`config.mk`:
```
export PLATFORM = sky130hd
export DESIGN_NAME = reimu_move_ctrl
export DESIGN_NICKNAME = d
export VERILOG_FILES = /design/src/rtl/reimu_move_ctrl.sv
export SDC_FILE = /design/constraint.sdc
export NUM_CORES = 1
export LEC_CHECK = 0
export BUFFER_PORTS_ARGS = -buffer_cell sky130_fd_sc_hd__buf_2
export CAP_MARGIN = 0
export CORE_ASPECT_RATIO = 1.25
export CORE_MARGIN = 5
export CORE_UTILIZATION = 40
export DETAILED_ROUTE_END_ITERATION = 10
export GPL_TIMING_DRIVEN = 0
export PLACE_DENSITY = 0.55
export SLEW_MARGIN = 20
export SYNTH_ARGS = -nofsm -noshare
export SYNTH_HDL_FRONTEND = slang
export SYNTH_SLANG_ARGS = --single-unit
```
`constraint.sdc`:
```
create_clock -name clk_25m -period 5.3 [get_ports clk_25m]
set_input_delay 0.53 -clock clk_25m [delete_from_list [all_inputs] [get_ports clk_25m]]
set_output_delay 0.53 -clock clk_25m [all_outputs]
set_load 0.005 [all_outputs]
```
`src/rtl/reimu_move_ctrl.sv`:
```
// Player-position controller: samples buttons, moves the sprite centre once per frame at vblank start.
// Optional button debounce is enabled by defining REIMU_DEBOUNCE_EN.
module reimu_move_ctrl #(
  parameter int unsigned H_ACT      = 640,
  parameter int unsigned V_ACT      = 480,
  parameter int unsigned HALF_W     = 15,
  parameter int unsigned HALF_H     = 25,
  parameter int unsigned SPD_FAST   = 4,
  parameter int unsigned SPD_SLOW   = 2,
  parameter int unsigned X_INIT     = 320,
  parameter int unsigned Y_INIT     = 400,
  parameter int unsigned DEB_CYCLES = 250000
) (
  input  logic       clk_25m,
  input  logic       rst,
  input  logic [9:0] hc,
  input  logic [9:0] vc,
  input  logic       btn_up,
  input  logic       btn_down,
  input  logic       btn_left,
  input  logic       btn_right,
  input  logic       btn_focus,
  output logic [9:0] reimux,
  output logic [9:0] reimuy,
  output logic       pos_upd
);

  localparam int unsigned BtnRight = 0;
  localparam int unsigned BtnLeft  = 1;
  localparam int unsigned BtnDown  = 2;
  localparam int unsigned BtnUp    = 3;
  localparam int unsigned BtnFocus = 4;

  localparam logic signed [10:0] SpdFast = 11'(SPD_FAST);
  localparam logic signed [10:0] SpdSlow = 11'(SPD_SLOW);
  localparam logic signed [10:0] XLo     = 11'(HALF_W);
  localparam logic signed [10:0] XHi     = 11'(H_ACT - 1 - HALF_W);
  localparam logic signed [10:0] YLo     = 11'(HALF_H);
  localparam logic signed [10:0] YHi     = 11'(V_ACT - HALF_H);

  typedef enum logic [1:0] {StWait, StMove, StClamp, StCommit} state_e;

  logic [4:0] btn_raw;
  logic [4:0] sync1_q, sync2_q;
  logic [4:0] btn_cond;

  assign btn_raw = {btn_focus, btn_up, btn_down, btn_left, btn_right};

  always_ff @(posedge clk_25m) begin
    if (rst) begin
      sync1_q <= '0;
      sync2_q <= '0;
    end else begin
      sync1_q <= btn_raw;
      sync2_q <= sync1_q;
    end
  end

`ifdef REIMU_DEBOUNCE_EN
  localparam logic [17:0] DebLast = 18'(DEB_CYCLES - 1);

  logic [17:0] deb_cnt_q [5];
  logic [4:0]  deb_filt_q;

  // Filtered level flips only after DEB_CYCLES consecutive clocks of disagreement.
  always_ff @(posedge clk_25m) begin
    if (rst) begin
      deb_filt_q <= '0;
      for (int i = 0; i < 5; i++) deb_cnt_q[i] <= '0;
    end else begin
      for (int i = 0; i < 5; i++) begin
        if (sync2_q[i] != deb_filt_q[i]) begin
          if (deb_cnt_q[i] == DebLast) begin
            deb_filt_q[i] <= sync2_q[i];
            deb_cnt_q[i]  <= '0;
          end else begin
            deb_cnt_q[i] <= deb_cnt_q[i] + 18'd1;
          end
        end else begin
          deb_cnt_q[i] <= '0;
        end
      end
    end
  end

  assign btn_cond = deb_filt_q;
`else
  logic unused_deb_cfg;
  assign unused_deb_cfg = ^DEB_CYCLES;
  assign btn_cond = sync2_q;
`endif

  state_e             state_q;
  logic signed [10:0] nx_q, ny_q;
  logic signed [10:0] cx_q, cy_q;
  logic [9:0]         reimux_q, reimuy_q;
  logic               pos_upd_q;

  logic               tick;
  logic signed [10:0] spd, dx, dy;
  logic signed [10:0] nx_d, ny_d;
  logic signed [10:0] cx_d, cy_d;

  assign tick = (vc == 10'(V_ACT)) && (hc == 10'd0);

  always_comb begin
    spd = btn_cond[BtnFocus] ? SpdSlow : SpdFast;
    dx  = '0;
    dy  = '0;
    if (btn_cond[BtnRight]) dx = dx + spd;
    if (btn_cond[BtnLeft])  dx = dx - spd;
    if (btn_cond[BtnDown])  dy = dy + spd;
    if (btn_cond[BtnUp])    dy = dy - spd;
    nx_d = $signed({1'b0, reimux_q}) + dx;
    ny_d = $signed({1'b0, reimuy_q}) + dy;

    cx_d = nx_q;
    if (nx_q < XLo)      cx_d = XLo;
    else if (nx_q > XHi) cx_d = XHi;
    cy_d = ny_q;
    if (ny_q < YLo)      cy_d = YLo;
    else if (ny_q > YHi) cy_d = YHi;
  end

  always_ff @(posedge clk_25m) begin
    if (rst) begin
      state_q   <= StWait;
      nx_q      <= '0;
      ny_q      <= '0;
      cx_q      <= '0;
      cy_q      <= '0;
      reimux_q  <= 10'(X_INIT);
      reimuy_q  <= 10'(Y_INIT);
      pos_upd_q <= 1'b0;
    end else begin
      pos_upd_q <= 1'b0;
      unique case (state_q)
        StWait: begin
          if (tick) state_q <= StMove;
        end
        StMove: begin
          nx_q    <= nx_d;
          ny_q    <= ny_d;
          state_q <= StClamp;
        end
        StClamp: begin
          cx_q    <= cx_d;
          cy_q    <= cy_d;
          state_q <= StCommit;
        end
        StCommit: begin
          // Clamped range always fits in 10 bits.
          reimux_q  <= cx_q[9:0];
          reimuy_q  <= cy_q[9:0];
          pos_upd_q <= 1'b1;
          state_q   <= StWait;
        end
        default: state_q <= StWait;
      endcase
    end
  end

  assign reimux  = reimux_q;
  assign reimuy  = reimuy_q;
  assign pos_upd = pos_upd_q;

endmodule

```
# == After elaboration in Yosys (flattened, before gate mapping) ==
# Index checks and enable logic that the tools add are counted.
# totals
out_inout_bits,21
ff_bits,75
in_bits,27
wordCells,38
# op_classes
n_reduce_logical,3
mux,12
add_sub_neg,4
n_lt_le_gt_ge,4
n_eq_ne,5
# op_table
operator,n
10-bit 2-to-1 mux,4
11-bit adder,2
11-bit 2-to-1 mux,2
11-bit by 4-bit subtractor with 11-bit output,2
11-bit by 10-bit greater-than comparator with 1-bit output (second input constant),1
11-bit greater-than comparator (second input constant),1
11-bit by 5-bit < comparator with 1-bit output (second input constant),1
11-bit by 6-bit < comparator with 1-bit output (second input constant),1
10-bit by 9-bit == test with 1-bit output (second input constant),1
10-bit zero test,1
3-bit 2-to-1 mux,3
2-bit one-hot mux with 4 select lines,1
2-bit == test (second input constant),2
2-bit by 1-bit == test with 1-bit output (second input constant),1
2-bit zero test,1
2-bit 2-to-1 mux,1
2-bit != test (second input constant),1
1-bit logical AND,1
1-bit 2-to-1 mux,1

# == Logic depth before layout (Yosys ltp) ==
# logic_depth
word_depth,5
mapped_depth,10
mapped_depth_nobuf,10

# == Worst setup path after synthesis ==
# OpenSTA, ideal clock, no wires.
# synth_timing
kind,register to register
startpoint,register sync2_q[4] (netlist: btn_cond[4])
endpoint,register ny_q[10]
required_time_ns,5.178
t_arrival_ns,2.562
setup_time_ns,0.122
n_path_buf,0
path_stages_with_launch,10
path_slack_ns,2.616
synth_period_minus_slack_ns,2.684
cell_sequence,dfxtp_1 -> or2_2 -> ha_1 -> nor2b_1 -> ha_1 -> and2_1 -> a221o_1 -> o21ai_1 -> a211oi_1 -> a311o_1
# synth_via
elab_chain_cells,5
# synth_rtl
item,line_no,source
"start, declared",44,"logic [4:0] sync1_q, sync2_q;"
"start signal, assigned",55,sync2_q <= sync1_q;
3-bit 2-to-1 mux *,107,spd = btn_cond[BtnFocus] ? SpdSlow : SpdFast;
3-bit 2-to-1 mux,112,if (btn_cond[BtnDown]) dy = dy + spd;
11-bit by 4-bit subtractor with 11-bit output,113,if (btn_cond[BtnUp]) dy = dy - spd;
11-bit 2-to-1 mux *,113,
11-bit adder *,115,"ny_d = $signed({1'b0, reimuy_q}) + dy;"
"end signal, assigned",143,ny_q <= ny_d;
"end, declared",94,"logic signed [10:0] nx_q, ny_q;"
# Every way passes the cells marked *; elsewhere a longest branch is shown, timed or not.
# A chain may end at the register's enable or synchronous reset.

# == Final worst setup path ==
# Ends and elaborated chain as after synthesis.

==> results.txt <==
Status - finished, final reports clean
Setup bufs post-CTS - 0
FF/Latch Area - 1500 um2
GP Congestion - 0.925
PwrDens - 333 nW/um2
GRT overflow - 0
Min cycle time layout - 3.10 ns
Multi-input gate area - 2030 um2
Die area - 11,100 um2
Worst-Margin Slew - 0.745 ns
Worst Hold Depth - 2
Post-route cell area - 4380 um2
Compound-Gate Fraction of Synth Area - 14.9%
Pin count of the biggest net entering global routing - 14
Final hold violation count - 0
P&R area growth vs syn - 19.9%
GRT Overall Usage - 17.8%
RSZ-0062 raised after global routing - false
Largest family of logic cells by synthesized area - simple AND/OR/NAND/NOR gates
Distinct cells, synth - 52
Via/cell ratio - 5.24
Clock power frac - 46.4%
HP Start - btn_left
Critical path startpoint category - register
Final wirelength - 9.13 mm
Final HPWL DP - 6.80 mm
Nets - 515
Simple-gate share of the synthesized area - 20.9%
Share of layout cells above drive strength 1 - 15.9%
Cell Chain, Critical Path - or2_2, ha_1, nor2b_1, ha_1, and2_1, a221o_1, o21ai_1, a211oi_1, a311o_1
Worst R2R Start - btn_cond[4]
Sequential-to-total area share from yosys stat - 41.2%
Hold buffer count at CTS - 0
CTS tree - built
Worst hold-check path type - input port to register
Combinational Power Share - 11.3%
Reg2reg end - ny_q[10]
Row count - 39
Cell mode on critical path - ha_1
Slew margin rel. - 50.2%
Peak VDD IR - 0.153 mV
R2r worst-path depth - 9
Period utilization - 58.4%
Drt initial violations - 134
Final setup vio count - 0
Met3 GRT Util - 3.96%
Pwr Total - 1.46 mW
Lkg Pwr - 1.79 nW
Number of gates resized after CTS - 0
CP max stage delay - 0.58 ns
Switching power - 0.363 mW
Remaining antenna violation count - 0
R2R Setup Slk - 2.20 ns
CP endpoint kind - register
Crit Path Max Fanout - 9
Arr. time, crit path - 3.32 ns
Core Region - 9030 um2
Hold endpoint - sync1_q[1]
Max-cap violation count - 0
Share of the synthesized area in the top cell type - 41.2%
Post-Synth Adder-Cell Area - 9.67%
TritonCTS Buffers - 9
H-tree levels - 3
Ys async rst share - 0%
Die Ht - 117 um
Synth Instances - 403
Cell-internal power - 1.10 mW
M1 GR Usage - 20.8%
Clock latency on the worst-skew pair - 0.34 ns
Synth warn - 0
Top_reg_cell synth - dfxtp_1
Reg clk slew, reported paths - 0.06 ns
Number of global-route vias before repair - 3,124
Buf+Inv Stages, Crit Path - 0
Slew Viols, Final - 0
Crit-path leading delay family - simple AND/OR/NAND/NOR gates
Worst Skew - 0.00826 ns
Setup TNS Final - 0 ns
Root buf cell - clkbuf_16
Initial Util - 40.4%
Sw frac - 24.9%
Critical path class - register to register
Per-cell routed wire length - 15.5 um
Initial antenna violation count - 0
Seq pwr share - 42.2%
Fill count - 886
Ports - 48
Mapped Nets - 457
Area contributors post-synth - dfxtp_1, ha_1, mux2i_1, nor2_1, nand2_1
Remaining routing DRC violations - 0
Maximum clock rate - 323 MHz
Grt met2 use - 30.6%
Fraction of synthesized area in multiplexers - 8.50%
Worst EP required - 5.52 ns
Yosys reg bits - 75
Port bufs - 47
Number of enable flip-flop cells after synthesis - 0
Slowest cell on crit path - nor2b_1
# diodes - 0
DR pass1 iterations - 4
Top Usage Layer GRT - met2
Mean cell area of the mapped netlist - 9.05 um2
Mapped cell area - 3650 um2
Die width - 95.4 um
Global-route wire length before repair - 15.0 mm
Largest area contributor in the netlist - dfxtp_1
Synth Area in XOR/XNOR - 1.68%
Placement Cell Area - 4040 um2
CTS max path bufs - 2
# clock sinks - 75
Via count - 3,088
-- Yosys cell counts (4+ instances only) --
master     n
nand2b_1   7
dfxtp_1   75
buf_2      4
a31oi_1    7
a211oi_1   8
and3_1     4
buf_1      5
ha_1      25
or3_1      4
o21ai_0   13
nand3_1    7
clkbuf_1   7
a21oi_1   17
nand2_1   30
o21a_1     4
nor2_1    53
nor4_1     5
nor2b_1   14
mux2i_1   31
nand4_1    5
inv_1      9
xnor2_1    4
nor3_1    11
and2_1     5
-- power by group through the flow --
stage               clock, mW  sequential, mW  combinational [mW]
finish                  0.677           0.616               0.165
global route            0.723           0.619               0.187
CTS                     0.694           0.615               0.167
detailed placement          0           0.627               0.166
global placement            0           0.627               0.163
floorplan                   0           0.619               0.119
-- cell usage in the layout, fill, tap and decap left out, types with 8 or more instances in the layout --
| cell | count |
|---|---|
| dfxtp_1 | 75 |
| nor2_1 | 53 |
| buf_2 | 51 |
| mux2i_1 | 31 |
| nand2_1 | 30 |
| ha_1 | 25 |
| a21oi_1 | 17 |
| nor2b_1 | 14 |
| o21ai_0 | 13 |
| nor3_1 | 11 |
| inv_1 | 9 |
| clkbuf_16 | 9 |
| a211oi_1 | 8 |
-- area by class of cell --
| cell class | count | area share (%) |
|---|---|---|
| multi-input cells | 300 | 46.4 |
| plain buffers | 18 | 1.83 |
| flip-flops and latches | 75 | 34.3 |
| repair buffers | 47 | 5.38 |
| clock inverters | 5 | 1.94 |
| well taps | 123 | 3.52 |
| inverters | 10 | 0.858 |
| clock buffers | 11 | 5.78 |
-- cells by family (layout without fill, tap and decap cells) --
logic type,after synthesis,count (layout)
buf+inv,28,91
compound gates,79,79
fa+ha+maj,27,27
mux,31,31
simple gates,156,156
xor+xnor,7,7
flops,75,75
-- worst max-delay path by stage --
stage	from	to	slack (ns)	cells past startpoint
2_1_floorplan	btn_cond[4]	ny_q[10]	2.62	9
3_3_place_gp	btn_cond[4]	ny_q[10]	2.21	9
3_5_place_dp	btn_cond[4]	ny_q[10]	2.19	9
4_1_cts	btn_cond[4]	ny_q[10]	2.18	9
5_1_grt	btn_cond[4]	ny_q[10]	2.00	9
6_report	btn_cond[4]	ny_q[10]	2.20	9
-- layer usage --
metal	part of all wire [%]	wire length, um	up-vias
met2	51	4660	77
met3	4.1	376	17
met1	42	3870	1423
li1	-	-	1571
met5	0	0	-
met4	2.5	225	0
-- stage by stage --
stage          utilization [%]  setup slack (ns)  hold slack [ns]  cells
6_report                  48.5              2.20            0.400    589
5_1_grt                   48.5              2.00            0.405    589
4_1_cts                   48.5              2.18            0.389    589
3_5_place_dp              44.7              2.19            0.425    573
3_3_place_gp              44.7              2.21            0.416    573
2_1_floorplan                -              2.62            0.414    403
-- flip-flops by register name, summed over array words and instances, names as in the netlist --
signal    cells
reimuy       10
ny_q         11
pos_upd       1
btn_cond      5
cy_q         10
reimux       10
cx_q         10
sync1_q       5
state_q       2
nx_q         11
Note: power is estimated with default switching activity, not from simulation.
